[config.mk]
export PLATFORM = sky130hd
export DESIGN_NAME = seq_det_param
export DESIGN_NICKNAME = d
export VERILOG_FILES = /design/src/rtl/seq_det_param.sv
export SDC_FILE = /design/constraint.sdc
export NUM_CORES = 1
export LEC_CHECK = 0
export BUFFER_PORTS_ARGS = -buffer_cell sky130_fd_sc_hd__clkbuf_2
export CORE_AREA = 10 10 47 49
export CTS_BUF_LIST = sky130_fd_sc_hd__clkbuf_2
export CTS_CLUSTER_DIAMETER = 50
export DETAILED_ROUTE_END_ITERATION = 16
export DIE_AREA = 0 0 57 59
export MAX_ROUTING_LAYER = met4
export PLACE_DENSITY = 0.8
export SYNTH_ARGS = -nofsm -noshare
export SYNTH_HDL_FRONTEND = slang
export SYNTH_SLANG_ARGS = --single-unit
[constraint.sdc]
create_clock -name clk -period 1.7 [get_ports clk]
set_clock_uncertainty 0.05 [all_clocks]
set_input_delay 0.17 -clock clk [delete_from_list [all_inputs] [get_ports clk]]
set_output_delay 0.17 -clock clk [all_outputs]
set_load 0.01 [all_outputs]
[src/rtl/seq_det_param.sv]
// -----------------------------------------------------------------------------
// seq_det_param
// Parametrised Moore serial pattern detector. Shifts in one bit per enabled
// clock, compares the newest SEQ_LEN bits against a pattern and raises a
// registered one-cycle det pulse on a match. Matches bump a saturating counter.
// Overlapping or non-overlapping detection is selected at run time.
//
// Optional feature: define RUNTIME_PATTERN_EN to add a loadable pattern
// register (pat_in/pat_ld). Without it the pattern is the constant PATTERN.
//
// Ports
//   clk      in   1        clock, rising edge
//   rst      in   1        asynchronous active-high reset
//   en       in   1        bit-valid qualifier, inp sampled only when en=1
//   inp      in   1        serial data bit
//   overlap  in   1        1 = overlapping detection, 0 = non-overlapping
//   cnt_clr  in   1        synchronous clear of det_cnt (wins over a match)
//   pat_in   in   SEQ_LEN  new pattern (RUNTIME_PATTERN_EN only)
//   pat_ld   in   1        load pat_in, flush history (RUNTIME_PATTERN_EN only)
//   det      out  1        registered detect pulse
//   det_cnt  out  CNT_W    saturating count of detections
// -----------------------------------------------------------------------------
module seq_det_param #(
   parameter int unsigned          SEQ_LEN = 3,
   parameter logic [SEQ_LEN-1:0]   PATTERN = 3'b001,
   parameter int unsigned          CNT_W   = 8
) (
   input  logic               clk,
   input  logic               rst,
   input  logic               en,
   input  logic               inp,
   input  logic               overlap,
   input  logic               cnt_clr,
`ifdef RUNTIME_PATTERN_EN
   input  logic [SEQ_LEN-1:0] pat_in,
   input  logic               pat_ld,
`endif
   output logic               det,
   output logic [CNT_W-1:0]   det_cnt
);

   localparam int unsigned       FillW   = $clog2(SEQ_LEN + 1);
   localparam logic [FillW-1:0]  FillMax = FillW'(SEQ_LEN);

   // Only the newest SEQ_LEN-1 bits need storing: the comparison window is
   // always formed from them plus the incoming bit, so the oldest stored bit
   // would never be read.
   logic [SEQ_LEN-2:0] hist_q, hist_d;
   logic [FillW-1:0]   fill_q, fill_d;
   logic               det_q, det_d;
   logic [CNT_W-1:0]   cnt_q, cnt_d;

   logic [SEQ_LEN-1:0] pattern;
   logic [SEQ_LEN-1:0] hist_n;
   logic [FillW-1:0]   fill_n;
   logic               sample;
   logic               match;

`ifdef RUNTIME_PATTERN_EN
   logic [SEQ_LEN-1:0] pat_q, pat_d;

   assign pattern = pat_q;
   // A load owns the cycle: the bit on inp is dropped.
   assign sample  = en & ~pat_ld;
`else
   assign pattern = PATTERN;
   assign sample  = en;
`endif

   assign hist_n = {hist_q, inp};
   assign fill_n = (fill_q == FillMax) ? fill_q : fill_q + 1'b1;
   // fill guards against matching on the zeros left behind by reset.
   assign match  = sample && (fill_n == FillMax) && (hist_n == pattern);

   always_comb begin
      hist_d = hist_q;
      fill_d = fill_q;
      det_d  = 1'b0;
      cnt_d  = cnt_q;

      if (sample) begin
         hist_d = hist_n[SEQ_LEN-2:0];
         // Non-overlap: a completed match consumes its bits.
         fill_d = (match && !overlap) ? '0 : fill_n;
         det_d  = match;
      end

      if (match && (cnt_q != {CNT_W{1'b1}})) begin
         cnt_d = cnt_q + 1'b1;
      end
      if (cnt_clr) begin
         cnt_d = '0;
      end

`ifdef RUNTIME_PATTERN_EN
      pat_d = pat_q;
      if (pat_ld) begin
         pat_d  = pat_in;
         hist_d = '0;
         fill_d = '0;
         det_d  = 1'b0;
      end
`endif
   end

   always_ff @(posedge clk or posedge rst) begin
      if (rst) begin
         hist_q <= '0;
         fill_q <= '0;
         det_q  <= 1'b0;
         cnt_q  <= '0;
`ifdef RUNTIME_PATTERN_EN
         pat_q  <= PATTERN;
`endif
      end else begin
         hist_q <= hist_d;
         fill_q <= fill_d;
         det_q  <= det_d;
         cnt_q  <= cnt_d;
`ifdef RUNTIME_PATTERN_EN
         pat_q  <= pat_d;
`endif
      end
   end

   assign det     = det_q;
   assign det_cnt = cnt_q;

endmodule
### Yosys cells after proc, flatten, opt, wreduce, memory -nomap -nowiden

Index checks and enable logic that the tools add are counted.

| word-level totals | value |
|---|---|
| register bits after elaboration | 13 |
| bits of input ports | 6 |
| word-level logic and storage cells | 21 |

| operators by class | value |
|---|---|
| add/sub/neg operators | 2 |
| equal/unequal tests | 4 |
| mux-type cells | 5 |
| reductions and logical operators | 6 |

Operators by type and width:

| cell | count |
|---|---|
| 2-to-1 mux 8 bit | 2 |
| adder 8 x 1 -> 8 bit, second input constant | 1 |
| inequality test 8 bit, second input constant | 1 |
| equality test 2 bit, second input constant | 2 |
| logical AND 1 bit | 4 |
| 2-to-1 mux 2 bit | 2 |
| equality test 3 x 1 -> 1 bit, second input constant | 1 |
| adder 2 x 1 -> 2 bit, second input constant | 1 |
| nonzero test 2 bit | 1 |
| logical NOT 1 bit | 1 |
| 2-to-1 mux 1 bit | 1 |

### Depth between registers and ports, before layout

Gate-level depths: netlist of the first run.

| logic depth | value |
|---|---|
| depth in word-level cells | 8 |
| mapped depth | 5 |

### Least setup slack after synthesis of the first run

OpenSTA, ideal clock, no wires.

| timing | value |
|---|---|
| path kind | flip-flop to flip-flop |
| start point | reg cnt_q[0] (netlist: det_cnt[0]) |
| end point | reg cnt_q[6] (netlist: det_cnt[6]) |
| library setup time | 78 ps |
| arrival time | 1495 ps |
| data required time | 1572 ps |
| setup slack | 77 ps |
| stages on the path, launching flop included | 6 |
| buffers on the path | 0 |
| cells stage by stage | dfrtp_1 > ha_1 > nand3_1 > o211ai_4 > or4_1 > a21oi_1 |

| on the way | value |
|---|---|
| cells in the longest elaborated chain, start to end | 3 |
| elaborated cells on any way between the ends | 6 |
| classes of those cells | add/sub (1); eq/ne (1); mux (2); reduce/logical (2) |

RTL lines:

| item | RTL line | text |
|---|---|---|
| start: declaration | 51 | `logic [CNT_W-1:0] cnt_q, cnt_d;` |
| start signal: assignment | 119 | `cnt_q <= cnt_d;` |
| adder 8 x 1 -> 8 bit or inequality test 8 bit (tied branches) | 89, 88 |  |
| 2-to-1 mux 8 bit or logical AND 1 bit (tied branches) | 88 | `if (match && (cnt_q != {CNT_W{1'b1}})) begin` |
| 2-to-1 mux 8 bit or nonzero test 2 bit (tied branches) | - |  |

Parallel ways exist; a longest one is shown, timed or not. The select of a mux whose other input is x is not followed.
A chain may end at the register's enable or synchronous reset.

### Worst setup path after layout of the first run

Ends and elaborated chain as after synthesis.

==> impl_results.rst, run 1 <==
.. list-table::
   :header-rows: 1

   * - Metric
     - Value
   * - Status
     - finished clean
   * - Worst endpoint required time
     - 1.84 ns
   * - Number of placed instances with taps included
     - 89
   * - Avg Cell Area, Syn
     - 10.7 um2
   * - Largest fanout of any net on the critical path
     - 6
   * - Setup Buffers After CTS
     - 0
   * - Most common library cell in the layout ignoring fill and taps
     - clkbuf_2
   * - Count of mapped cells out of synthesis
     - 58
   * - Maximum VDD drop
     - 0.000426 V
   * - Warnings, synthesis
     - 0
   * - Total half-perimeter wirelength after legalization and detailed placement
     - 990 um
   * - FMAX
     - 622 MHz
   * - Die area
     - 3360 um2
   * - Relative max-transition margin
     - 0.686
   * - Logic depth of the worst register-to-register path
     - 5
   * - Multi-input logic area
     - 289 um2
   * - Post-synthesis cell area
     - 621 um2
   * - Gr ovfl total
     - 0
   * - Post-synth cell types
     - 23
   * - Routed len/inst
     - 13.4 um
   * - Hold Fails Final Rpt
     - 0
   * - Final Net Count
     - 86
   * - Type of destination of the critical path
     - flip-flop
   * - Kind of launch point of the worst setup path
     - flip-flop
   * - Hold Path Class
     - in -> reg
   * - Longest Clk Path Bufs
     - 2
   * - Reg-to-Reg Start
     - det_cnt[0]
   * - CTS tree
     - done
   * - GRT Overall Usage
     - 0.0819
   * - Number of max-capacitance violations reported
     - 0
   * - Timing startpoint of the critical path
     - det_cnt[0]
   * - Drt first pass iters
     - 4
   * - RSZ-0062 raised after global routing
     - true
   * - Area leader, netlist
     - dfrtp_1
   * - Register area
     - 325 um2
   * - Clk slew on worst S/H paths
     - 0.14 ns
   * - Post-synth net total
     - 65
   * - Share of layout cells above drive strength 1
     - 0.308
   * - Buffer type at the clock tree root
     - clkbuf_2
   * - Port Buffers
     - 14
   * - Number of endpoints failing setup at the final stage
     - 0
   * - Period Utilization, post-route
     - 0.946
   * - Most used cells in the layout excluding fill and tap cells
     - clkbuf_2, dfrtp_1, nor2_1
   * - Final antenna diode count
     - 0
   * - Setup slack of the worst register-to-register path
     - 0.09 ns
   * - CP Data Arrival Time
     - 1.75 ns
   * - Vias in the first global route
     - 500
   * - P_leak
     - 0.360 nW
   * - Flip-flop and latch count after synthesis
     - 13
   * - Die height
     - 59 um
   * - Inserted Clock Buffers
     - 3
   * - Die width
     - 57 um
   * - Share of the synthesized area in the top cell type
     - 0.524
   * - Starting Density
     - 0.443
   * - Total DRC errors in the routed layout
     - 0
   * - Placer's final routability congestion estimate
     - 0.783
   * - Destination of the worst register-to-register timing path
     - det_cnt[6]
   * - Detailed-route via count
     - 499
   * - Antenna violations before repair
     - 0
   * - Total design power
     - 0.000540 W
   * - Number of fill cells
     - 130
   * - Number of pins with negative max-slew slack in the final report
     - 0
   * - Number of placement rows
     - 14
   * - Power per cell area
     - 714 nW/um2
   * - Post-layout minimum cycle time
     - 1.61 ns
   * - Fraction of the yosys area taken by sequential cells
     - 0.524
   * - Hold WS
     - 0.0752 ns
   * - Setup TNS
     - 0 ns
   * - CTS H-tree lvls
     - 1
   * - Path type of the worst setup path
     - reg -> reg
   * - DRT iter0 DRCs
     - 17
   * - Vias per Instance
     - 5.31
   * - Place WS
     - 0.0725 ns
   * - Final std cells w/o fill
     - 94
   * - Routed wire length
     - 1.26 mm
   * - Worst Max-Slew Pin Slew
     - 0.470 ns
   * - Most area-consuming cells after synthesis
     - dfrtp_1, nor2_1, xor2_1
   * - Number of placed I/O pins
     - 15
   * - Std-Cell Core Area
     - 1400 um2
   * - Count of nets left with antenna violations after detail routing
     - 0
   * - First-pass GRT wire length
     - 2.18 mm
   * - Maximum number of pins on one net before global-route repair
     - 14
   * - Synth-to-layout area growth
     - 22.0%
   * - Clock sink count
     - 13
   * - Setup slack of the critical path after layout
     - 0.0920 ns
   * - Clock latency on the worst-skew pair
     - 0.26 ns
   * - Worst setup endpoint
     - det_cnt[6]
logic make-up (layout without fill, tap and decap cells):
logic type,count (synthesis),count (layout),synth area share
and+or+nand+nor,23,23,0.194
DFF,13,13,0.524
AOI/OAI and AO/OA,12,12,0.149
xor gates and xnor gates,3,3,0.0423
muxes,3,3,0.0524
buffers and inverters,3,23,0.0181
adders and majority gates,1,1,0.0202
worst min path at each step:
stage / startpoint / to / slack [ns] / depth (start not counted)
floorplan: rst / det / -0.003 / 1
global placement: rst / det / 0.14 / 2
detailed placement: rst / det / 0.14 / 2
CTS: inp / hist_q[0] / 0.08 / 2
global route: inp / hist_q[0] / 0.06 / 2
finish: inp / hist_q[0] / 0.08 / 2
repair_timing:
| item | CTS | global route |
|---|---|---|
| setup endpoints to repair | 0 | 3 |
| hold buffers | 1 | 0 |
| gates resized for setup | 0 | 1 |
| endpoints found under the hold margin | 13 | 0 |
routing by layer:
metal	routed length [um]	vias up	track usage	share of wire
met2	568	10	0.129	0.45
met4	12	0	0.0302	0.0095
met1	620	240	0.0887	0.49
met5	0	-	-	0
met3	60	2	0.0386	0.048
li1	-	247	-	-
critical path, stage by stage, from the launching register on:
cell and delay (ns):
dfrtp_1 0.44, ha_1 0.23, nand3_2 0.13, o211ai_4 0.11, or4_1 0.41, a21oi_1 0.15
per-stage QoR:
| stage | cell area, um2 | utilization |
|---|---|---|
| 3_5_place_dp | 722 | 0.515 |
| 4_1_cts | 752 | 0.537 |
| 6_report | 757 | 0.540 |
| 2_1_floorplan | 621 | - |
| 3_3_place_gp | 722 | 0.515 |
| 5_1_grt | 757 | 0.540 |
report_power, final:
group          internal (W)  leakage, nW  switching [W]  total (W)
clock network     0.0000625       0.0166      0.0000983   0.000161
logic             0.0000210        0.176      0.0000247  0.0000456
registers          0.000322        0.167      0.0000116   0.000334
state kept, by name, summed over array words and instances (netlist names):
name and flops:
det 1, hist_q 2, det_cnt 8, fill_q 2
synthesized netlist by cell type:
library cell / number
ha_1: 1
nand4_1: 1
and4bb_4: 1
nor3_1: 1
xor2_1: 3
o211ai_4: 1
nand2_1: 4
or3_1: 3
and3_1: 1
o2111ai_2: 1
buf_1: 1
o31ai_1: 1
dfrtp_1: 13
mux2i_1: 1
o21ai_1: 1
a21oi_1: 5
inv_1: 2
o2111ai_1: 1
mux2_1: 2
nor2_1: 8
nand3_1: 3
o21ai_0: 2
or4_1: 1
final cells by class:
class	instances	share of cell area
Clock buffer	4	0.0264
Sequential cell	13	0.430
Tap cell	16	0.0264
Multi-Input combinational cell	42	0.382
Inverter	2	0.00992
Timing Repair Buffer	17	0.126
Power figures use the tool's default switching activity.
==> run 2: changes to the inputs <==
PLACE_DENSITY = 0.71   (was 0.8)
==> run 2 against run 1 <==
Critical path depth decreased by 1. Sequential cell count unchanged. Total power increased by 0.64%. Global-route usage decreased by 0.28 points. Core utilization increased by 0.18 points. Via count decreased by 3.2%. Final cell count unchanged. Die area unchanged. Worst setup slack improved by 0.036 ns. Routed wire length decreased by 2.1%. Sequential power about the same. Clock-buffer cell count unchanged. Largest cell class unchanged.
==> impl_results.rst, run 2 (synthesis results as in run 1) <==
.. list-table::
   :header-rows: 1

   * - Metric
     - Value
   * - Drt first pass iters
     - 4
   * - Sum of buffers and inverters on the critical path
     - 0
   * - FMAX
     - 636 MHz
   * - DRT iter0 DRCs
     - 9
   * - Total half-perimeter wirelength after legalization and detailed placement
     - 942 um
   * - Routed wire length
     - 1.24 mm
   * - Final Net Count
     - 86
   * - Clock sink count
     - 13
   * - Number of placed I/O pins
     - 15
   * - Share of layout cells above drive strength 1
     - 0.321
   * - Hold Path Class
     - in -> reg
   * - Flip-flop count of the largest register after layout
     - 8
   * - Critical-path top delay cell
     - dfrtp_1
   * - Gr ovfl total
     - 0
   * - Inserted Clock Buffers
     - 3
   * - Die area
     - 3360 um2
   * - Vias per Instance
     - 5.14
   * - Setup Buffers After CTS
     - 0
   * - GRT Overall Usage
     - 0.0791
   * - Count of nets left with antenna violations after detail routing
     - 0
   * - RSZ-0062 raised after global routing
     - false
   * - Number of max-capacitance violations reported
     - 0
   * - P_leak
     - 0.357 nW
   * - Setup TNS
     - 0 ns
   * - Largest fanout of any net on the critical path
     - 5
   * - Biggest cell delay along the critical path
     - 0.40 ns
   * - Hold Fails Final Rpt
     - 0
   * - CP Data Arrival Time
     - 1.74 ns
   * - Buffer type at the clock tree root
     - clkbuf_2
   * - Relative max-transition margin
     - 0.676
   * - Std-Cell Core Area
     - 1400 um2
   * - Port Buffers
     - 14
   * - Longest Clk Path Bufs
     - 2
   * - Period Utilization, post-route
     - 0.924
   * - Clk slew on worst S/H paths
     - 0.13 ns
   * - Most used cells in the layout excluding fill and tap cells
     - clkbuf_2, dfrtp_1, nor2_1
   * - Status
     - finished clean
   * - Top Family by Delay on Critical Path
     - simple AND/OR/NAND/NOR gates
   * - Number of pins with negative max-slew slack in the final report
     - 0
   * - Worst Max-Slew Pin Slew
     - 0.485 ns
   * - Path type of the worst setup path
     - reg -> reg
   * - Detailed-route via count
     - 483
   * - Die height
     - 59 um
   * - Worst endpoint required time
     - 1.86 ns
   * - Synth-to-layout area growth
     - 22.4%
   * - Post-layout minimum cycle time
     - 1.57 ns
   * - Maximum VDD drop
     - 0.000440 V
   * - Routed len/inst
     - 13.1 um
   * - Antenna violations before repair
     - 0
   * - Fin util
     - 0.542
   * - CTS H-tree lvls
     - 1
   * - Cell Chain, Critical Path
     - and4bb_4, o2111ai_2, or3_1, a21oi_1
   * - Total DRC errors in the routed layout
     - 0
   * - Final antenna diode count
     - 0
   * - Type of destination of the critical path
     - flip-flop
   * - Starting Density
     - 0.443
   * - Die width
     - 57 um
   * - First-pass GRT wire length
     - 2.05 mm
   * - Clock latency on the worst-skew pair
     - 0.28 ns
   * - Power per cell area
     - 716 nW/um2
   * - Maximum number of pins on one net before global-route repair
     - 14
   * - Number of placement rows
     - 14
   * - Placer's final routability congestion estimate
     - 0.767
   * - Vias in the first global route
     - 459
   * - Most common library cell in the layout ignoring fill and taps
     - clkbuf_2
   * - Kind of launch point of the worst setup path
     - flip-flop
   * - CTS tree
     - done
   * - Number of endpoints failing setup at the final stage
     - 0
==> run 2: cell types whose count changed in the layout (fill, tap and decap cells not counted) <==
cell  before  now
ha_1       1    0
ha_2       0    1
==> run 2: cell type report <==
| type | count | area (um2) |
|---|---|---|
| clock buffer | 4 | 20.0 |
| fill | 131 | 642 |
| inverter | 2 | 7.51 |
| multi-input combinational | 42 | 292 |
| sequential | 13 | 325 |
| tap | 16 | 20.0 |
| timing repair buffer | 17 | 95.1 |
==> run 2: stage by stage <==
| step | std cells | setup WS, ns | total power (W) | hold slack (ns) | cell area (um2) |
|---|---|---|---|---|---|
| detailed placement | 89 | 0.0467 | 0.000386 | 0.148 | 722 |
| global route | 94 | 0.0314 | 0.000574 | 0.0656 | 759 |
| CTS | 94 | 0.0247 | 0.000548 | 0.0734 | 752 |
| floorplan | 58 | 0.0770 | 0.000367 | -0.00304 | 621 |
| finish | 94 | 0.129 | 0.000544 | 0.0758 | 759 |
| global placement | 89 | 0.121 | 0.000384 | 0.146 | 722 |
==> run 2: worst register-to-register path, stage by stage, from the launching register on <==
cell	delay, ns
dfrtp_1	0.40
and4bb_4	0.38
o2111ai_2	0.19
or3_1	0.35
a21oi_1	0.15
==> run 2: where the power goes <==
part | switching, W | internal, W
Sequential | 0.00000989 | 0.000322
Combinational | 0.0000257 | 0.0000228
Clock | 0.000101 | 0.0000624
Total | 0.000136 | 0.000408
==> run 2: what timing repair did <==
action                                 4_1_cts  5_1_grt
endpoints found under the hold margin       13        0
setup endpoints to repair                    0        3
hold buffers                                 1        0
gates resized for setup                      0        2
==> run 2: path summary, 6_finish.rpt <==
check,startpoint,end,slack (ns),cells past startpoint
max in group asynchronous,rst,hist_q[0],0.90,3
max reg2reg,hist_q[0],det_cnt[5],0.13,4
min reg2reg,hist_q[1],hist_q[1],0.44,1
min in group asynchronous,rst,det_cnt[1],0.37,3
max,hist_q[0],det_cnt[5],0.13,4
min,inp,hist_q[0],0.08,2
==> run 2: metal layers <==
metal / routed length, um / share of wire / track usage
met5: 0 / 0 / -
met3: 81 / 0.066 / 0.0322
met4: 41 / 0.033 / 0.0604
met1: 555 / 0.45 / 0.0870
met2: 556 / 0.45 / 0.112
==> run 3: changes to the inputs <==
CELL_PAD_IN_SITES_DETAIL_PLACEMENT = 0   (was default)
CELL_PAD_IN_SITES_GLOBAL_PLACEMENT = 1   (was default)
CORE_AREA = 10 10 50 52   (was 10 10 47 49)
DIE_AREA = 0 0 60 62   (was 0 0 57 59)
PLACE_DENSITY = default   (was 0.71)
PLACE_DENSITY_LB_ADDON = 0.1   (was default)
==> run 3 against run 2 <==
Hold slack got worse by 0.011 ns. Clock-buffer cell count unchanged. Sequential share of layout area decreased by 0.76 points. Cell area increased by 1.8%. First-iteration DRC count increased by 44%. Sequential cell count unchanged. Final cell count increased by 3.2%. Non-clock buffer count increased by 2. Register-to-register slack got worse by 0.03 ns. Highest routed layer unchanged. Maximum frequency decreased by 1.6%. Largest power group unchanged.
==> impl_results.rst, run 3 (synthesis results as in run 1) <==
.. list-table::
   :header-rows: 1

   * - Metric
     - Value
   * - Post-layout minimum cycle time
     - 1.60 ns
   * - Most used cells in the layout excluding fill and tap cells
     - clkbuf_2, dfrtp_1, nor2_1
   * - CP Data Arrival Time
     - 1.76 ns
   * - Most common library cell in the layout ignoring fill and taps
     - clkbuf_2
   * - Logic depth of the worst register-to-register path
     - 4
   * - Destination of the worst register-to-register timing path
     - det_cnt[6]
   * - Buffer type at the clock tree root
     - clkbuf_2
   * - Status
     - finished clean
   * - Clk slew on worst S/H paths
     - 0.13 ns
   * - Longest Clk Path Bufs
     - 2
   * - P_leak
     - 0.371 nW
   * - Setup slack of the worst register-to-register path
     - 0.10 ns
   * - Maximum VDD drop
     - 0.000341 V
   * - Period Utilization, post-route
     - 0.939
   * - Antenna violations before repair
     - 0
   * - Die height
     - 62 um
   * - Placer's final routability congestion estimate
     - 0.709
   * - Number of placement rows
     - 15
   * - Std-Cell Core Area
     - 1610 um2
   * - Starting Density
     - 0.384
   * - Worst Max-Slew Pin Slew
     - 0.495 ns
   * - Power per cell area
     - 707 nW/um2
   * - Hold path cells
     - 2
   * - Post-route standard cell area excluding fillers
     - 773 um2
   * - Path type of the worst setup path
     - reg -> reg
   * - Synth-to-layout area growth
     - 24.6%
   * - Hold Fails Final Rpt
     - 0
   * - Number of placed I/O pins
     - 15
   * - Final antenna diode count
     - 0
   * - First-pass GRT wire length
     - 2.20 mm
   * - Number of endpoints failing setup at the final stage
     - 0
   * - Vias in the first global route
     - 451
   * - Worst endpoint required time
     - 1.86 ns
   * - Final Net Count
     - 88
   * - Largest fanout of any net on the critical path
     - 6
   * - CTS tree
     - done
   * - Drt first pass iters
     - 4
   * - Relative max-transition margin
     - 0.670
   * - Fin util
     - 0.479
   * - Gr ovfl total
     - 0
   * - Placed instance area
     - 738 um2
   * - Total DRC errors in the routed layout
     - 0
   * - Routed wire length
     - 1.28 mm
   * - GRT Overall Usage
     - 0.0841
   * - Flip-flop count of the largest register after layout
     - 8
   * - FMAX
     - 626 MHz
   * - RSZ-0062 raised after global routing
     - false
   * - Count of nets left with antenna violations after detail routing
     - 0
   * - DRT iter0 DRCs
     - 13
   * - Hold Path Class
     - in -> reg
   * - Kind of launch point of the worst setup path
     - flip-flop
   * - Inserted Clock Buffers
     - 3
   * - Clock sink count
     - 13
   * - Hold WS
     - 0.0649 ns
   * - Reg-to-Reg Start
     - hist_q[0]
   * - Detailed-route via count
     - 499
   * - Port Buffers
     - 14
   * - Setup TNS
     - 0 ns
   * - Total half-perimeter wirelength after legalization and detailed placement
     - 991 um
   * - CTS H-tree lvls
     - 1
   * - Die width
     - 60 um
   * - Vias per Instance
     - 5.14
   * - Number of pins with negative max-slew slack in the final report
     - 0
   * - Clock latency on the worst-skew pair
     - 0.28 ns
   * - Die area
     - 3720 um2
   * - Number of max-capacitance violations reported
     - 0
   * - Routed len/inst
     - 13.2 um
   * - Maximum number of pins on one net before global-route repair
     - 14
   * - Share of layout cells above drive strength 1
     - 0.325
   * - Origin of the worst min-delay path
     - inp
   * - Type of destination of the critical path
     - flip-flop
   * - Endpoint of the worst hold path
     - hist_q[0]
-- run 3: cell types whose count changed in the layout (fill, tap and decap cells not counted), sizes merged --
| cell | change |
|---|---|
| buf | +2 |
-- run 3: area by class of cell --
| type | count | area (um2) |
|---|---|---|
| fillers | 152 | 841 |
| flip-flops and latches | 13 | 325 |
| multi-input cells | 42 | 289 |
| repair buffers | 19 | 110 |
| well taps | 17 | 21.3 |
| clock buffers | 4 | 20.0 |
| inverters | 2 | 7.51 |
-- run 3: metal layers --
layer  vias up  wire (um)  track usage
met1       227        623        0.104
li1        257          -            -
met4         0         25       0.0673
met3         4         81       0.0366
met5         -          0            -
met2        11        551        0.101
-- run 3: what timing repair did --
action | in CTS | in global routing
hold buffers | 1 | 0
gates resized for setup | 0 | 1
setup endpoints to repair | 0 | 4
setup buffers | 0 | 0
hold endpoints to repair | 13 | 0
-- run 3: per-stage QoR --
step	worst slack [ns]	power [W]	cells
after floorplan	0.0770	0.000367	58
after global routing	0.00736	0.000583	97
final	0.103	0.000547	97
after global placement	0.111	0.000386	92
after CTS	0.0613	0.000557	97
after detailed placement	0.0994	0.000386	92
-- run 3: power by group --
part	switching (W)	internal, W
logic	0.0000258	0.0000227
registers	0.0000100	0.000322
clock network	0.000104	0.0000624
-- run 3: worst max path at each step --
stage | from | to | slack [ns] | cells after the start
after floorplan | det_cnt[0] | det_cnt[6] | 0.08 | 5
after global placement | det_cnt[1] | det_cnt[6] | 0.11 | 5
after detailed placement | det_cnt[1] | det_cnt[6] | 0.1 | 5
after CTS | det_cnt[1] | det_cnt[6] | 0.06 | 5
after global routing | det_cnt[5] | det_cnt[1] | 0.007 | 4
final | hist_q[0] | det_cnt[6] | 0.10 | 4
-- run 3: critical path, cell delays in order, from the launching register on --
cell and delay, ns:
dfrtp_1 0.41, and4bb_4 0.38, o211ai_4 0.11, or4_1 0.42, a21oi_1 0.16
